[src/rtl/alu_pkg.sv]
// Shared ALU definitions: FSM state codes, legal opcodes and default widths.
// Used by the operand loader and the ALU itself.
package alu_pkg;

   localparam int BUS_DEF = 8;
   localparam int OP_DEF  = 6;

   typedef enum logic [1:0] {
      ST_WAIT_A  = 2'd0,
      ST_WAIT_B  = 2'd1,
      ST_WAIT_OP = 2'd2,
      ST_READY   = 2'd3
   } state_t;

   localparam logic [5:0] OPC_ADD = 6'b100000;
   localparam logic [5:0] OPC_SUB = 6'b100010;
   localparam logic [5:0] OPC_AND = 6'b100100;
   localparam logic [5:0] OPC_OR  = 6'b100101;
   localparam logic [5:0] OPC_XOR = 6'b100110;
   localparam logic [5:0] OPC_NOR = 6'b100111;
   localparam logic [5:0] OPC_SRL = 6'b000010;
   localparam logic [5:0] OPC_SRA = 6'b000011;

   function automatic logic opcode_legal(input logic [5:0] code);
      case (code)
         OPC_ADD, OPC_SUB, OPC_AND, OPC_OR,
         OPC_XOR, OPC_NOR, OPC_SRL, OPC_SRA: opcode_legal = 1'b1;
         default:                            opcode_legal = 1'b0;
      endcase
   endfunction

endpackage

[src/rtl/alu_operand_loader_debouncer.sv]
// Button debouncer: 2-flop sync, stable-run counter, rising-edge press pulse.
// Latency: press pulse DEB_CYCLES+2 edges after the raw level settles; no backpressure.
// Glitches shorter than DEB_CYCLES cycles and releases never produce a pulse.
module btn_debouncer #(
   parameter int DEB_CYCLES = 500000,
   parameter int CNT_W      = 20
) (
   input  logic clock,
   input  logic reset_n,
   input  logic btn,
   output logic press
);

   logic             sync1_q;
   logic             sync2_q;
   logic             deb_q;
   logic             deb_d_q;
   logic             press_q;
   logic [CNT_W-1:0] cnt_q;

   always_ff @(posedge clock) begin
      if (!reset_n) begin
         sync1_q <= 1'b0;
         sync2_q <= 1'b0;
         deb_q   <= 1'b0;
         deb_d_q <= 1'b0;
         press_q <= 1'b0;
         cnt_q   <= '0;
      end else begin
         sync1_q <= btn;
         sync2_q <= sync1_q;
         deb_d_q <= deb_q;
         press_q <= deb_q & ~deb_d_q;
         // Any sample agreeing with the debounced level restarts the stable run.
         if (sync2_q == deb_q) begin
            cnt_q <= '0;
         end else if (cnt_q == CNT_W'(DEB_CYCLES - 1)) begin
            deb_q <= sync2_q;
            cnt_q <= '0;
         end else begin
            cnt_q <= cnt_q + 1'b1;
         end
      end
   end

   assign press = press_q;

endmodule

[src/rtl/alu_operand_loader.sv]
// Captures switches into op_a, op_b, op_code on debounced presses, in order A, B, OP.
// Latency: register + load_pulse DEB_CYCLES+3 edges after a stable press; no backpressure.
// OPCODE_CHECK_EN: reject illegal opcodes with an op_error pulse instead of loading.
module alu_operand_loader
   import alu_pkg::*;
#(
   parameter int BUS        = BUS_DEF,
   parameter int OP         = OP_DEF,
   parameter int DEB_CYCLES = 500000,
   parameter int CNT_W      = 20
) (
   input  logic           clock,
   input  logic           reset_n,
   input  logic [BUS-1:0] switches,
   input  logic           btn_a,
   input  logic           btn_b,
   input  logic           btn_op,
   output logic [BUS-1:0] op_a,
   output logic [BUS-1:0] op_b,
   output logic [OP-1:0]  op_code,
   output logic           operands_valid,
   output logic           load_pulse,
   output logic [1:0]     state,
   output logic           op_error
);

   logic [2:0]     raw;
   logic [2:0]     press;
   state_t         state_q;
   state_t         state_nxt;
   logic [BUS-1:0] op_a_q;
   logic [BUS-1:0] op_b_q;
   logic [OP-1:0]  op_code_q;
   logic           load_q;
   logic           ld_a;
   logic           ld_b;
   logic           ld_op;
   logic           rej;
   logic           op_ok;

   assign raw = {btn_op, btn_b, btn_a};

   for (genvar i = 0; i < 3; i++) begin : g_btn
      btn_debouncer #(
         .DEB_CYCLES(DEB_CYCLES),
         .CNT_W     (CNT_W)
      ) u_deb (
         .clock  (clock),
         .reset_n(reset_n),
         .btn    (raw[i]),
         .press  (press[i])
      );
   end

`ifdef OPCODE_CHECK_EN
   logic err_q;

   assign op_ok = opcode_legal(switches[5:0]);

   always_ff @(posedge clock) begin
      if (!reset_n) err_q <= 1'b0;
      else          err_q <= rej;
   end

   assign op_error = err_q;
`else
   logic unused_rej;

   assign op_ok      = 1'b1;
   assign unused_rej = rej;
   assign op_error   = 1'b0;
`endif

   // Only the press that is meaningful in the current state is taken; others drop.
   always_comb begin
      state_nxt = state_q;
      ld_a      = 1'b0;
      ld_b      = 1'b0;
      ld_op     = 1'b0;
      rej       = 1'b0;
      case (state_q)
         ST_WAIT_A: begin
            if (press[0]) begin
               ld_a      = 1'b1;
               state_nxt = ST_WAIT_B;
            end
         end
         ST_WAIT_B: begin
            if (press[1]) begin
               ld_b      = 1'b1;
               state_nxt = ST_WAIT_OP;
            end
         end
         ST_WAIT_OP: begin
            if (press[2]) begin
               if (op_ok) begin
                  ld_op     = 1'b1;
                  state_nxt = ST_READY;
               end else begin
                  rej = 1'b1;
               end
            end
         end
         ST_READY: begin
            if (press[0]) begin
               ld_a      = 1'b1;
               state_nxt = ST_WAIT_B;
            end else if (press[1]) begin
               ld_b = 1'b1;
            end else if (press[2]) begin
               if (op_ok) ld_op = 1'b1;
               else       rej   = 1'b1;
            end
         end
         default: state_nxt = ST_WAIT_A;
      endcase
   end

   always_ff @(posedge clock) begin
      if (!reset_n) begin
         state_q   <= ST_WAIT_A;
         op_a_q    <= '0;
         op_b_q    <= '0;
         op_code_q <= '0;
         load_q    <= 1'b0;
      end else begin
         state_q <= state_nxt;
         if (ld_a)  op_a_q    <= switches;
         if (ld_b)  op_b_q    <= switches;
         if (ld_op) op_code_q <= switches[OP-1:0];
         load_q <= ld_a | ld_b | ld_op;
      end
   end

   assign op_a           = op_a_q;
   assign op_b           = op_b_q;
   assign op_code        = op_code_q;
   assign load_pulse     = load_q;
   assign state          = state_q;
   assign operands_valid = (state_q == ST_READY);

endmodule

[config.mk]
export PLATFORM = sky130hd
export DESIGN_NAME = alu_operand_loader
export DESIGN_NICKNAME = d
export VERILOG_FILES = /design/src/rtl/alu_pkg.sv /design/src/rtl/alu_operand_loader_debouncer.sv /design/src/rtl/alu_operand_loader.sv
export SDC_FILE = /design/constraint.sdc
export NUM_CORES = 1
export LEC_CHECK = 0
export ABC_AREA = 1
export BUFFER_PORTS_ARGS = -buffer_cell sky130_fd_sc_hd__buf_2
export CORE_MARGIN = 1.5
export CORE_UTILIZATION = 50
export CTS_BUF_LIST = sky130_fd_sc_hd__clkbuf_8
export CTS_CLUSTER_SIZE = 30
export DETAILED_ROUTE_END_ITERATION = 10
export PLACE_DENSITY = 0.66
export RECOVER_POWER = 50
export REMOVE_ABC_BUFFERS = 1
export SYNTH_ARGS = -nofsm -noshare
export SYNTH_HDL_FRONTEND = slang
export SYNTH_HIERARCHICAL = 1
export SYNTH_SLANG_ARGS = --single-unit
[constraint.sdc]
create_clock -name clock -period 2.4 [get_ports clock]
set_input_delay 0.36 -clock clock [delete_from_list [all_inputs] [get_ports clock]]
set_output_delay 0.36 -clock clock [all_outputs]
set_load 0.03 [all_outputs]
---- After elaboration in Yosys (flattened, before gate mapping) ----
Index checks and enable logic that the tools add are counted.
word-level totals
  input port bits ......................... 13
  output and inout bits ................... 27
  word-level logic and storage cells ...... 72
  flip-flop bits (word level) ............. 100
cells by class
  bitwise operators ....................... 12
  reduce and logical (&&, ||, !) cells .... 9
  add/subtract/negate cells ............... 3
  mux-type cells .......................... 13
  equality and inequality tests ........... 12
operator list
  kind                     number
  $add A20 B1 Y20 const B  3
  $eq A20 B19 Y1 const B   3
  $reduce_or A3 Y1         3
  $mux W1                  7
  $not A1 Y1               7
  $mux W2                  3
  $ne A2 B1 Y1 const B     3
  $pmux W2 S3              1
  $reduce_and A2 Y1        3
  $eq A2 B2 Y1 const B     2
  $pmux W1 S2              2
  $and A1 B1 Y1            3
  $eq A1 B1 Y1             3
  $reduce_and A3 Y1        1
  $eq A2 B1 Y1 const B     1
  $logic_not A2 Y1         1
  $or A1 B1 Y1             2
  $reduce_or A2 Y1         1

---- Depth between registers and ports, before layout ----
  word-level depth ........................ 5
  mapped depth ............................ 8
  mapped depth without buffers ............ 7

---- By module ----
The synthesis kept the hierarchy.
by module, submodules not included
  module              cells each  area each (um^2)  seq. area each (um^2)  times used
  btn_debouncer       174         1255.0            500.5                  3
  alu_operand_loader  140         1041.0            500.5                  1

---- Worst setup path after synthesis ----
No wires, ideal clock.
  path kind ............................... flip-flop to flip-flop
  from .................................... reg state_q[0], in the netlist state[0]
  to ...................................... reg load_q, in the netlist load_pulse
  arrival ................................. 1.480 ns
  path buffers ............................ 0
  cell stages (with the launch flop) ...... 7
  setup time .............................. 0.121 ns
  setup slack ............................. 0.800 ns
  cells stage by stage .................... dfxtp_1 > inv_1 > ha_1 > nand2_1 > clkinv_1 > nor2_1 > a21oi_1
on the way
  word-level cells in the longest chain between the ends .. 5
RTL lines
  item                                                     RTL line                   text
  start: declaration                                       alu_operand_loader.sv:29   state_t state_q;
  start signal: assignment                                 alu_operand_loader.sv:127  state_q <= state_nxt;
  $eq A2 B2 Y1 / $logic_not A2 Y1 (equally long branches)  alu_operand_loader.sv:81   case (state_q)
  $reduce_or A2 Y1 (no source line)                        -
  $mux W1                                                  -
  $or A1 B1 Y1                                             alu_operand_loader.sv:131  load_q <= ld_a | ld_b | ld_op;
  $or A1 B1 Y1 (*)                                         alu_operand_loader.sv:131
  end signal: assignment                                   alu_operand_loader.sv:131
  end: declaration                                         alu_operand_loader.sv:34   logic load_q;
Mark *: on every way between the ends. The rest lies on a longest branch, timed or not.
A chain may end at the register's enable or synchronous reset.

---- Worst setup path in the final report ----
  from .................................... reg g_btn[1].u_deb.cnt_q[0]
  to ...................................... reg g_btn[1].u_deb.cnt_q[9]
on the way
  word-level cells in the longest chain between the ends .. 2
RTL lines
  item                                                     RTL line                            text
  start: declaration                                       alu_operand_loader_debouncer.sv:19  logic [CNT_W-1:0] cnt_q;
  start signal: assignment                                 alu_operand_loader_debouncer.sv:41  cnt_q <= cnt_q + 1'b1;
  branches (longest 2 deep; another with $add A20 B1 Y20)  -
Several ways; the timed one is not identified.

==> reports/qor.yml <==
global_routing:
  grt_max_degree: 19
  grt_pass1_wl_microns: 16190
  antenna_found_initial: 0
  grt_use_total_pct: 19.49
  overflow: 0
  grt_pass1_vias: 3762
critical_path:
  cp_top_family: "simple AND/OR/NAND/NOR gates"
  startpoint_type: "register"
  worst_ep_required_time_ns: 2.61
  cp_max_fo: 18
  r2r-start: "g_btn[1].u_deb/cnt_q[0]"
  cpPeakStageDelay_ns: 0.61
  path_cells: "ha_1, nand3_2, nor2_4, nand3_2, nand2_1, nor2_1"
  r2r_end: "g_btn[1].u_deb/cnt_q[9]"
  endpoint_kind: "register"
  r2r_cells: 6
  arrival_ns: 2.14
  crit_type: "reg2reg"
  rrSetupSlack_ns: 0.47
  critical_path.endpoint: "g_btn[1].u_deb/cnt_q[9]"
  critical_path_buf_inv_count: 0
  crit_slowest_cell: "nand2_1"
  worst-path-stages: 6
  critPathLaunch: "g_btn[1].u_deb/cnt_q[0]"
  crit_top_cell: "nand3_2"
synthesis:
  ys_types: 29
  ys_top_cells_by_area: "dfxtp_1, nand2_1, nor2_1"
  syn_inst: 662
  synthesis.area_sq_mm: 0.004806
  synth_top_area_share_pct: 41.66
  synth_seq_cells: 100
  yosys.area.top_type: "dfxtp_1"
  avgSynthCellArea_sq_um: 7.260
  synth-seq-area-share_pct: 41.66
  yosys_warnings: 6
clock_network:
  clock_latency_ns: 0.35
  clkTransAtPathRegs_ns: 0.09
  cts_resized: 0
  cts_made_buffers: 9
  hold_buffers: 0
  clock_path_buffers: 2
  cts.sinks: 100
  htree_num_levels: 3
  cts_setup_buffers: 0
  cts_tree: "done"
  root_buffer: "clkbuf_8"
final_layout:
  fin_cells: 840
  mostFrequentLayoutCells: "nand2_1, nor2_1, dfxtp_1"
  synthToLayoutAreaGrowth_pct: 8.826
  drive_gt1_share_pct: 13.36
  multi_input_area_sq_mm: 0.002392
  regArea_sq_mm: 0.002002
  fin_nets: 726
  design_area_sq_mm: 0.005230
  insertedDiodeCount: 0
  final_common_cell: "nand2_1"
  nFillCells: 927
power:
  power.total_mw: 3.115
  power-per-cell-area_mw_per_mm2: 595.7
  peakVddDrop_mv: 0.3819
  leakage_nw: 1.686
floorplan:
  die_x_microns: 101.0
  fp.dieH_microns: 101.0
  start_util_pct: 51.77
  core_sq_mm: 0.009284
  die_area_sq_mm: 0.01021
  rows: 35
  io_pins: 40
timing:
  relSlewSlack_pct: 45.32
  finalCriticalPeriod_ns: 1.934
  finalCritPeriodShare_pct: 80.59
  clock_skew_ns: 0.01091
  hold_viol: 0
  finalSetupTns_ns: 0
  setup_viol: 0
  worst_pin_slew_ns: 0.8182
  grt_setup_unrepaired: "no"
  final_max_slew_viol_count: 0
  fmax_mhz: 517.0
routing:
  drc_errors: 0
  wire_per_inst_microns: 11.15
  vias: 4055
  drt_iter0_markers: 110
  postRouteAntennaNets: 0
  routed_wl_microns: 9367
  first_pass_iters: 4
  drt-vias-per-instance: 4.827
place:
  port_buffers: 38
  place_hpwl_microns: 7025
  place_congestion: 0.8621
  dpl_cell_area_sq_mm: 0.005090
  dp.cells: 825
worst_hold_path:
  hold_path_depth: 3
  hp-class: "in2reg"
outcome:
  status: "complete, no violations"
job:
  drv_cap: 0
area by class of cell:
| cell class | instances | area share (%) |
|---|---|---|
| Clock buffer | 10 | 2.632 |
| Clock inverter | 5 | 1.579 |
| Tap cell | 129 | 3.086 |
| Multi-Input combinational cell | 479 | 45.74 |
| Sequential cell | 100 | 38.28 |
| Inverter | 78 | 5.598 |
| Timing Repair Buffer | 39 | 3.086 |
cell usage after synthesis (all sizes together):
cell	count
o21ai	20
clkbuf	1
nor3	3
a31oi	3
buf	4
a21oi	37
ha	6
inv	76
or2	6
xnor2	12
conb	1
nand3	56
nand2	146
nand4	10
nor2	163
clkinv	2
nand3b	1
xor2	15
dfxtp	100
flip-flops by register name, indices dropped and copies added, names as in the netlist, 6 cells and up:
register and count:
g_btn.u_deb/cnt_q 60, op_a 8, op_b 8, op_code 6
routing by layer:
metal / GRT usage, % / vias up / wire length (microns)
met4: 3.632 / 0 / 66
met1: 25.09 / 1807 / 4538
met3: 4.785 / 7 / 405
met2: 33.35 / 75 / 4357
li1: - / 2166 / -
met5: 0 / - / 0
power breakdown:
| part | total, mW | switching, mW | internal, mW | leakage, nW |
|---|---|---|---|---|
| Combinational | 0.240 | 0.162 | 0.0773 | 0.766 |
| Clock | 1.18 | 0.559 | 0.616 | 0.113 |
| Sequential | 1.70 | 0.0207 | 1.68 | 0.807 |
| Total | 3.12 | 0.742 | 2.37 | 1.69 |
kinds of logic (layout without fill, tap and decap cells):
logic type                 after synthesis  count (layout)  synth area share (%)
and+or+nand+nor                        385             385                 37.57
DFF                                    100             100                 41.66
buffers and inverters                   83             132                 7.654
AOI/OAI and AO/OA                       60              60                 6.561
xor gates and xnor gates                27              27                 4.921
adders and majority gates                6               6                 1.562
other                                    1               1               0.07803
per-stage QoR:
| stage | utilization (%) | hold WS [ns] | setup WS [ns] |
|---|---|---|---|
| 2_1_floorplan | - | 0.3681 | 0.7997 |
| 3_5_place_dp | 54.82 | 0.3790 | 0.7646 |
| 3_3_place_gp | 54.82 | 0.3714 | 0.8456 |
| 6_report | 56.33 | 0.1888 | 0.4659 |
| 5_1_grt | 56.33 | 0.1712 | 0.3287 |
| 4_1_cts | 57.20 | 0.1720 | 0.7282 |
worst min path at each step:
stage                                 from                     end  slack, ns
global route                         btn_a  g_btn[0].u_deb/sync1_q       0.17
global placement    g_btn[1].u_deb/deb_d_q    g_btn[1].u_deb/press       0.37
floorplan           g_btn[0].u_deb/deb_d_q    g_btn[0].u_deb/press       0.37
CTS                                  btn_a  g_btn[0].u_deb/sync1_q       0.17
detailed placement  g_btn[1].u_deb/deb_d_q    g_btn[1].u_deb/press       0.38
finish                               btn_a  g_btn[0].u_deb/sync1_q       0.19
worst register-to-register path, stage by stage (launching register included):
cell and delay (ns):
dfxtp_1 0.39, ha_1 0.26, nand3_2 0.16, nor2_4 0.16
nand3_2 0.09, nand2_1 0.61, nor2_1 0.13
(Power assumes the default switching activity.)
